$ cat config.mk
export PLATFORM = sky130hd
export DESIGN_NAME = addsub_accum_unit
export DESIGN_NICKNAME = d
export VERILOG_FILES = /design/src/rtl/addsub_accum_unit.sv
export SDC_FILE = /design/constraint.sdc
export NUM_CORES = 1
export LEC_CHECK = 0
export CORE_UTILIZATION = 49
export CTS_CLUSTER_DIAMETER = 30
export DETAILED_ROUTE_END_ITERATION = 6
export PLACE_DENSITY = 0.78
export SYNTH_ARGS = -nofsm -noshare
export SYNTH_HDL_FRONTEND = slang
export SYNTH_SLANG_ARGS = --single-unit
$ cat constraint.sdc
create_clock -name clk_i -period 3.3 [get_ports clk_i]
set_clock_uncertainty 0.1 [all_clocks]
set_input_delay 0.66 -clock clk_i [delete_from_list [all_inputs] [get_ports clk_i]]
set_output_delay 0.66 -clock clk_i [all_outputs]
set_load 0.1 [all_outputs]
$ cat src/rtl/addsub_accum_unit.sv
// Signed add/subtract accumulator with optional saturation, overflow counting
// and a valid/ready result port.
//
// state | meaning
// IDLE  | waiting for a command, in_ready high
// EXEC  | captured command is applied to acc and result registers on next edge
// RESP  | result presented with out_valid, held until out_ready
module addsub_accum_unit #(
   parameter int WIDTH    = 4,
   parameter bit SATURATE = 1'b1
) (
   input  logic             clk_i,
   input  logic             rst_i,
   input  logic             in_valid_i,
   output logic             in_ready_o,
   input  logic [WIDTH-1:0] in_operand_i,
   input  logic             in_sub_i,
   input  logic             in_clear_i,
   output logic             out_valid_o,
   input  logic             out_ready_i,
   output logic [WIDTH-1:0] out_acc_o,
   output logic [WIDTH:0]   out_sum_o,
   output logic             out_ovf_o,
   output logic             out_sat_o,
   output logic [7:0]       ovf_count_o
);

   typedef enum logic [1:0] {
      ST_IDLE = 2'd0,
      ST_EXEC = 2'd1,
      ST_RESP = 2'd2
   } state_t;

   localparam logic [WIDTH-1:0] ACC_MAX = {1'b0, {(WIDTH-1){1'b1}}};
   localparam logic [WIDTH-1:0] ACC_MIN = {1'b1, {(WIDTH-1){1'b0}}};

   state_t           state_q, state_d;
   logic [WIDTH-1:0] acc_q, acc_d;
   logic [WIDTH-1:0] op_q;
   logic             sub_q;
   logic             clr_q;
   logic [WIDTH:0]   sum_q, sum_d;
   logic             ovf_q, ovf_d;
   logic             sat_q, sat_d;
   logic [7:0]       cnt_q, cnt_d;

   logic [WIDTH:0]   sa, sb, raw_sum;
   logic             raw_ovf;
   logic             accept;

   assign accept = (state_q == ST_IDLE) && in_valid_i;

   always_comb begin
      state_d = state_q;
      case (state_q)
         ST_IDLE: if (in_valid_i)  state_d = ST_EXEC;
         ST_EXEC:                  state_d = ST_RESP;
         ST_RESP: if (out_ready_i) state_d = ST_IDLE;
         default:                  state_d = ST_IDLE;
      endcase
   end

   // Sign-extending both operands by one bit makes the 5-bit result exact.
   always_comb begin
      sa      = {acc_q[WIDTH-1], acc_q};
      sb      = {op_q[WIDTH-1], op_q};
      raw_sum = sub_q ? (sa - sb) : (sa + sb);
      raw_ovf = raw_sum[WIDTH] ^ raw_sum[WIDTH-1];
   end

   always_comb begin
      acc_d = raw_sum[WIDTH-1:0];
      sum_d = raw_sum;
      ovf_d = raw_ovf;
      sat_d = 1'b0;
      cnt_d = cnt_q;
      if (clr_q) begin
         acc_d = '0;
         sum_d = '0;
         ovf_d = 1'b0;
      end else if (raw_ovf) begin
         if (SATURATE) begin
            acc_d = raw_sum[WIDTH] ? ACC_MIN : ACC_MAX;
            sat_d = 1'b1;
         end
         if (cnt_q != 8'hFF) cnt_d = cnt_q + 8'd1;
      end
   end

   always_ff @(posedge clk_i) begin
      if (rst_i) begin
         state_q <= ST_IDLE;
         acc_q   <= '0;
         op_q    <= '0;
         sub_q   <= 1'b0;
         clr_q   <= 1'b0;
         sum_q   <= '0;
         ovf_q   <= 1'b0;
         sat_q   <= 1'b0;
         cnt_q   <= 8'd0;
      end else begin
         state_q <= state_d;
         if (accept) begin
            op_q  <= in_operand_i;
            sub_q <= in_sub_i;
            clr_q <= in_clear_i;
         end
         if (state_q == ST_EXEC) begin
            acc_q <= acc_d;
            sum_q <= sum_d;
            ovf_q <= ovf_d;
            sat_q <= sat_d;
            cnt_q <= cnt_d;
         end
      end
   end

   assign in_ready_o  = (state_q == ST_IDLE);
   assign out_valid_o = (state_q == ST_RESP);
   assign out_acc_o   = acc_q;
   assign out_sum_o   = sum_q;
   assign out_ovf_o   = ovf_q;
   assign out_sat_o   = sat_q;
   assign ovf_count_o = cnt_q;

endmodule
Word-level counts from Yosys, hierarchy flattened --
Cells that the tools add are included.
Cells by class: reduce and logical (&&, ||, !) cells 4, equality and inequality tests 5, add/subtract/negate cells 3, bitwise logic cells 2, multiplexer cells 11
Operators by type and width (number):
- 4-bit 2-to-1 mux | 3
- 5-bit 2-to-1 mux | 2
- 8-bit by 1-bit adder with 8-bit output (second input constant) | 1
- 8-bit inequality test (second input constant) | 1
- 2-bit case mux with 3 select lines | 1
- 4-bit by 4-bit adder with 5-bit output | 1
- 4-bit by 4-bit subtractor with 5-bit output | 1
- 2-bit 2-to-1 mux | 2
- 4-bit AND reduction | 1
- 1-bit 2-to-1 mux | 3
- 2-bit by 1-bit equality test with 1-bit output (second input constant) | 1
- 2-bit equality test (second input constant) | 1
- 2-bit zero test | 1
- 2-bit by 1-bit inequality test with 1-bit output (second input constant) | 1
- 2-bit inequality test (second input constant) | 1
- 2-bit AND reduction | 1
- 1-bit logical AND | 1
- 1-bit inverter | 1
- 1-bit bitwise XOR | 1
Word-level totals: input port bits 10, flip-flop bits (word level) 27

Logic depth before layout (Yosys ltp) --
Gate-level depths: netlist of run 1.
depth after elaboration 5, gate-level depth with buffers 12, depth with buffers taken out 11

Worst setup path after synthesis of run 1 --
Ideal clock, no wire load.
path kind register to register, start point reg acc_q[0] (netlist: out_acc_o[0]), end point reg cnt_q[4] (netlist: ovf_count_o[4]), arrival time 2925 ps, clock period less this slack 3096 ps, stages on the path, launching flop included 11, setup slack 204 ps, data required time 3130 ps, setup time 70 ps, cells stage by stage dfxtp_1 -> inv_1 -> ha_1 -> inv_1 -> fa_1 -> a21o_1 -> a21oi_1 -> xnor3_1 -> buf_6 -> or4_1 -> a21oi_1
On the way: longest elaborated chain between the ends 4
RTL lines:
- from (decl) | line 38 | logic [WIDTH-1:0] acc_q, acc_d;
- from (signal assigned) | line 93 | acc_q <= '0;
- from (signal assigned) | line 109 | acc_q <= acc_d;
- 4-bit by 4-bit adder with 5-bit output or 4-bit by 4-bit subtractor with 5-bit output (tied branches) | line 67 | raw_sum = sub_q ? (sa - sb) : (sa + sb);
- 5-bit 2-to-1 mux * | line 67
- 1-bit bitwise XOR * | line 68 | raw_ovf = raw_sum[WIDTH] ^ raw_sum[WIDTH-1];
- 4-bit AND reduction (no line) *
- to (signal assigned) | line 113 | cnt_q <= cnt_d;
- to (decl) | line 45 | logic [7:0] cnt_q, cnt_d;
Mark *: on every way between the ends. The rest lies on a longest branch, timed or not. A chain may end at the register's enable or synchronous reset.

Worst setup path after layout of run 1 --
start point reg op_q[0], end point reg cnt_q[4] (netlist: ovf_count_o[4])
On the way: longest elaborated chain between the ends 4
RTL lines:
- from (decl) | line 39 | logic [WIDTH-1:0] op_q;
- from (signal assigned) | line 104 | op_q <= in_operand_i;
- 4-bit by 4-bit adder with 5-bit output or 4-bit by 4-bit subtractor with 5-bit output (tied branches) | line 67
- 5-bit 2-to-1 mux * | line 67
- 1-bit bitwise XOR * | line 68
- 4-bit AND reduction (no line) *
Marks and branches as above.

==> results of run 1 <==
## cell type report
class	instances	area, um2	area share, %
Multi-Input combinational cell	110	783	46.9
Clock buffer	3	22.5	1.35
Tap cell	30	37.5	2.25
Sequential cell	26	520	31.1
Timing Repair Buffer	34	278	16.6
Inverter	8	30.0	1.80
## worst max-delay path, delay by kind of cell, from the launching register on
family                   cells  cell delay, ps
AO/OA/AOI/OAI                3             730
XOR/XNOR                     1             490
AND/OR/NAND/NOR              1             510
buffers and inverters        1              70
flip-flops                   1             380
multiplexers                 1             110
adder cells (fa/ha/maj)      2             730
## power by group
part           total [mW]  switching, mW  internal (mW)  leakage [nW]
combinational       0.610          0.391          0.219         0.470
sequential          0.365         0.0253          0.340         0.211
clock               0.136         0.0936         0.0429        0.0138
total                1.11          0.510          0.602         0.695
## what timing repair did
item	CTS	global route
setup buffers	0	2
endpoints found under the setup margin	0	6
resized for setup	0	1
## Yosys cell counts, drive strengths merged
cell,count,area (um2)
dfxtp,26,521
nor2,20,75.1
a21oi,15,78.8
inv,8,30.0
ha,6,75.1
mux2i,6,60.1
nand2,6,22.5
nand2b,6,37.5
clkbuf,5,18.8
nor2b,5,31.3
nor3,4,20.0
o21ai,4,20.0
o31ai,4,30.0
or4,4,30.0
xnor2,4,42.6
a22o,3,26.3
maj3,3,30.0
a22oi,2,15.0
and2,2,12.5
buf,2,18.8
mux2,2,22.5
nand4,2,12.5
xor2,2,25.0
a21o,1,7.51
and4,1,8.76
fa,1,20.0
nand3,1,5.00
nor3b,1,7.51
o41ai,1,8.76
or2,1,6.26
or3,1,6.26
xnor3,1,22.5
## logic make-up after synthesis
logic type	count (synthesis)	synth area share [%]
mux	8	6.13
flops	26	38.6
xor+xnor	7	6.69
fa+ha+maj	10	9.29
compound gates	30	13.8
simple gates	54	20.4
buf+inv	15	5.01
## layer usage
metal	share of wire, %	global-route usage (%)	vias up	wire length [um]
met5	0	0	-	0
met3	4.7	2.78	7	137
met4	2.0	10.7	0	57
met1	47	27.6	544	1370
li1	-	-	584	-
met2	47	33.3	40	1360
## metrics by stage
stage	setup slack [ps]	util, %	TNS [ps]	hold WS [ps]	instance area, um2
CTS	137	64.2	0	384	1630
floorplan	204	-	0	410	1350
finish	107	65.7	0	381	1670
detailed placement	168	63.3	0	366	1610
global route	-18.2	65.7	-24.2	397	1670
global placement	304	63.3	0	360	1610
## registers in the layout, indices dropped and copies added (netlist names)
register,flops
ovf_count_o,8
out_sum_o,5
op_q,4
out_acc_o,4
state_q,2
clr_q,1
out_ovf_o,1
sub_q,1
## worst max path at each step
stage | startpoint | end | slack, ps | depth (start not counted)
after detailed placement | op_q[0] | ovf_count_o[6] | 170 | 9
after CTS | op_q[0] | ovf_count_o[4] | 140 | 9
final | op_q[0] | ovf_count_o[4] | 110 | 9
after global placement | op_q[0] | ovf_count_o[6] | 300 | 9
after floorplan | out_acc_o[0] | ovf_count_o[4] | 200 | 10
after global routing | op_q[0] | ovf_count_o[4] | -20 | 10
==> impl_metrics.toml, run 1 <==
[status]
status = "finished, final reports clean"

[critical_path]
r2r-end = "ovf_count_o[4]"
worstPathRequired_ps = 3450
crit_chain = "inv_1 > ha_1 > mux2i_1 > fa_1 > a21o_1 > a21oi_1 > xnor3_2 > or4_1 > a21oi_1"
cp-end-kind = "register"
reg2reg_depth = 9
worstSetupStartpointType = "register"
cp_max_fo = 7
cpPeakStageDelay_ps = 510
r2r-start = "op_q[0]"
critPathSlowestCell = "or4_1"
critical_path_class = "register to register"
arrival_ps = 3340
critical_path.most_common_cell = "a21oi_1"
ff2ff_setup_slack_ps = 110

[run]
maxCapViolCount = 0

[placed_design]
globalplace.congestion = 0.819
dp.cells = 205
io_buffers = 30
dp_hpwl_um = 2090

[route]
ant_nets = 0
wl_per_cell_um = 13.8
drtPass1Iterations = 4
drt-total-wl_um = 2920
via_per_inst = 5.57
via_count = 1175
first_iter_violations = 27
drc_errors = 0

[sta]
post-route-min-period_ps = 3190
finalHoldViolCount = 0
timing.final.crit_share_pct = 96.8
finalSetupViolCount = 0
report.final.slew_viol_count = 0
tightest_slew_ps = 756
slew-limit-headroom_pct = 49.4
fmax_mhz = 313

[cts]
clock_latency_ps = 320
hold_buffers = 0
clockRootBuffer = "clkbuf_4"
cts.sinks = 26
cts_buffer_depth = 2
tritoncts = "built"
htree_num_levels = 1
cts_buffers = 3
clk_pin_slew_ps = 140

[die]
fp.dieH_um = 54.4
die_area_mm2 = 0.00296
die_x_um = 54.4
core_mm2 = 0.00254
initial_core_util_pct = 52.9
io_pins = 31
row_count = 18

[synth]
synth_seq_cells = 26
yosys_warnings = 0
synth_cell_types = 37
yosysSeqAreaShare_pct = 38.6
synth_fp_nets = 167
syn-cell-area_mm2 = 0.00135
netlist_instances = 150
syn_area_per_cell_um2 = 8.98

[min_path]
hp-class = "register to register"
hold_path_startpoint = "out_sum_o[4]"
hold_path_depth = 2
holdPathEnd = "out_sum_o[4]"

[layout]
final_cell_mix = "26 x dfxtp_1, 25 x buf_4, 20 x nor2_1, 14 x a21oi_1, 9 x clkdlybuf4s50_1"
diodes = 0
fillers = 224
instances_no_fill = 211
layout_commonest_cell = "dfxtp_1"
final_layout_size_suffix_gt1_share_pct = 18.2
nets = 200
synthToLayoutAreaGrowth_pct = 24.0

[power]
leakage_nw = 0.695
power_density_mw_per_mm2 = 665
ir_worst_vdd_mv = 0.460
finalPower_mw = 1.11

[global_route]
grt_pass1_wl_um = 4440
grtUsageTotal_pct = 21.0
grt_remaining_overflow = 0
grt_start_max_net_pins = 21
grt_pass1_vias = 1020
antenna_found_initial = 0
Note: power is estimated with default switching activity, not from simulation.
==> inputs of run 2 (changes only) <==
--- a/config.mk
+++ b/config.mk
@@ -5,10 +5,9 @@
 export SDC_FILE = /design/constraint.sdc
 export NUM_CORES = 1
 export LEC_CHECK = 0
-export CORE_UTILIZATION = 49
+export CORE_UTILIZATION = 30
 export CTS_CLUSTER_DIAMETER = 30
 export DETAILED_ROUTE_END_ITERATION = 6
-export PLACE_DENSITY = 0.78
 export SYNTH_ARGS = -nofsm -noshare
 export SYNTH_HDL_FRONTEND = slang
 export SYNTH_SLANG_ARGS = --single-unit
==> impl_metrics.toml, run 2 (synthesized netlist as in run 1, its figures left out) <==
[layout]
final_layout_size_suffix_gt1_share_pct = 17.4
diodes = 0
nets = 196
final_cell_mix = "26 x dfxtp_1, 22 x buf_4, 20 x nor2_1, 14 x a21oi_1, 9 x clkdlybuf4s50_1"
largest_reg_flops = 8
instances_no_fill = 230
postLayoutCoreUtil_pct = 39.0
layout_commonest_cell = "dfxtp_1"
synthToLayoutAreaGrowth_pct = 25.2

[die]
fp.dieH_um = 69.0
die_x_um = 69.0
initial_core_util_pct = 31.2
die_area_mm2 = 0.00476
io_pins = 31
core_mm2 = 0.00432
row_count = 24

[power]
ir_worst_vdd_mv = 0.236
leakage_nw = 0.678
power_density_mw_per_mm2 = 651

[placed_design]
globalplace.congestion = 0.853
io_buffers = 30
dp_hpwl_um = 2210
pre_cts_slack_ps = 164
dp.cells = 226

[sta]
finalHoldViolCount = 0
tightest_slew_ps = 721
slew-limit-headroom_pct = 51.8
rsz0062_at_grt = "false"
timing.final.crit_share_pct = 95.4
report.final.slew_viol_count = 0
finalSetupViolCount = 0
post-route-min-period_ps = 3150
fin_tns_setup_ps = 0
fmax_mhz = 318
worst_slack_ps = 153

[global_route]
grt_pass1_vias = 1019
grt_remaining_overflow = 0
grt_pass1_wl_um = 4620
grtUsageTotal_pct = 12.0
antenna_found_initial = 0
grt_start_max_net_pins = 20

[cts]
clock_latency_ps = 270
postCtsSetupRepairBufs = 0
cts_buffers = 3
tritoncts = "built"
clockRootBuffer = "clkbuf_8"
clk_pin_slew_ps = 90
htree_num_levels = 1
cts_buffer_depth = 2
cts.sinks = 26

[route]
wl_per_cell_um = 12.4
via_count = 1113
drc_errors = 0
first_iter_violations = 37
drt-total-wl_um = 2850
ant_nets = 0
drtPass1Iterations = 4
via_per_inst = 4.84

[critical_path]
reg2reg_depth = 9
worstPathRequired_ps = 3380
cp_max_fo = 13
worstSetupStartpointType = "register"
crit_end = "ovf_count_o[6]"
cp.buffers_inverters = 1
cp.depth = 9
ff2ff_setup_slack_ps = 150
cp-end-kind = "register"
cpPeakStageDelay_ps = 540
r2r-start = "op_q[1]"
critical_path.most_common_cell = "a21oi_1"
cp-startpoint = "op_q[1]"
path_delay_family = "adder cells"
critical_path_class = "register to register"
arrival_ps = 3230
critPathSlowestCell = "or4_1"
r2r-end = "ovf_count_o[6]"
crit_chain = "inv_1 > ha_1 > mux2i_1 > fa_1 > a21o_1 > a21oi_1 > xnor3_2 > or4_1 > a21oi_1"

[min_path]
hp-class = "register to register"

[status]
status = "finished, final reports clean"

[run]
maxCapViolCount = 0
==> run 2: cell types whose count changed in the layout (fill, tap and decap cells not counted) <==
cell and change:
buf_4 -3, clkbuf_4 -3, clkbuf_8 +4, xnor3_1 -1
==> run 2: final cells by class <==
type / instances / area, um2
Fill cell: 443 / 2640
Multi-Input combinational cell: 109 / 761
Sequential cell: 26 / 520
Timing Repair Buffer: 31 / 255
Tap cell: 52 / 65.1
Clock buffer: 4 / 55.1
Inverter: 8 / 30.0
==> run 2: worst reg2reg max path: stages (launching register included) <==
cell and delay (ps):
dfxtp_1 370, inv_1 70, ha_1 270, mux2i_1 110, fa_1 460, a21o_1 200
a21oi_1 250, xnor3_2 500, or4_1 540, a21oi_1 180
==> run 2: worst min path at each step <==
stage | endpoint | depth (start not counted) | start | slack [ps]
after detailed placement | out_sum_o[4] | 2 | out_sum_o[4] | 360
after floorplan | out_ovf_o | 1 | clr_q | 410
after global routing | out_sum_o[4] | 2 | out_sum_o[4] | 400
after global placement | out_sum_o[4] | 2 | out_sum_o[4] | 350
final | out_sum_o[4] | 2 | out_sum_o[4] | 360
after CTS | out_sum_o[4] | 2 | out_sum_o[4] | 370
==> run 2: what timing repair did <==
item / CTS / global route
setup endpoints to repair: 0 / 4
hold buffers: 0 / 0
resized for setup: 0 / 1
==> run 2: metrics by stage <==
| step | total power [mW] | hold WS (ps) | cell area [um2] |
|---|---|---|---|
| after floorplan | 0.840 | 410 | 1350 |
| after global routing | 1.16 | 402 | 1690 |
| final | 1.10 | 364 | 1690 |
| after global placement | 0.889 | 351 | 1630 |
| after CTS | 1.11 | 370 | 1690 |
| after detailed placement | 0.902 | 357 | 1630 |
==> run 2: report_power, final <==
group	internal (mW)	switching, mW	leakage, nW	total [mW]
registers	0.339	0.0252	0.211	0.365
logic	0.170	0.359	0.438	0.529
clock network	0.107	0.0973	0.0288	0.204
==> run 2: layer usage <==
metal  global-route usage, %  routed length [um]
met1                    15.8                1360
met2                    19.2                1310
met3                    2.49                 127
met4                    4.76                  46
met5                       0                   0
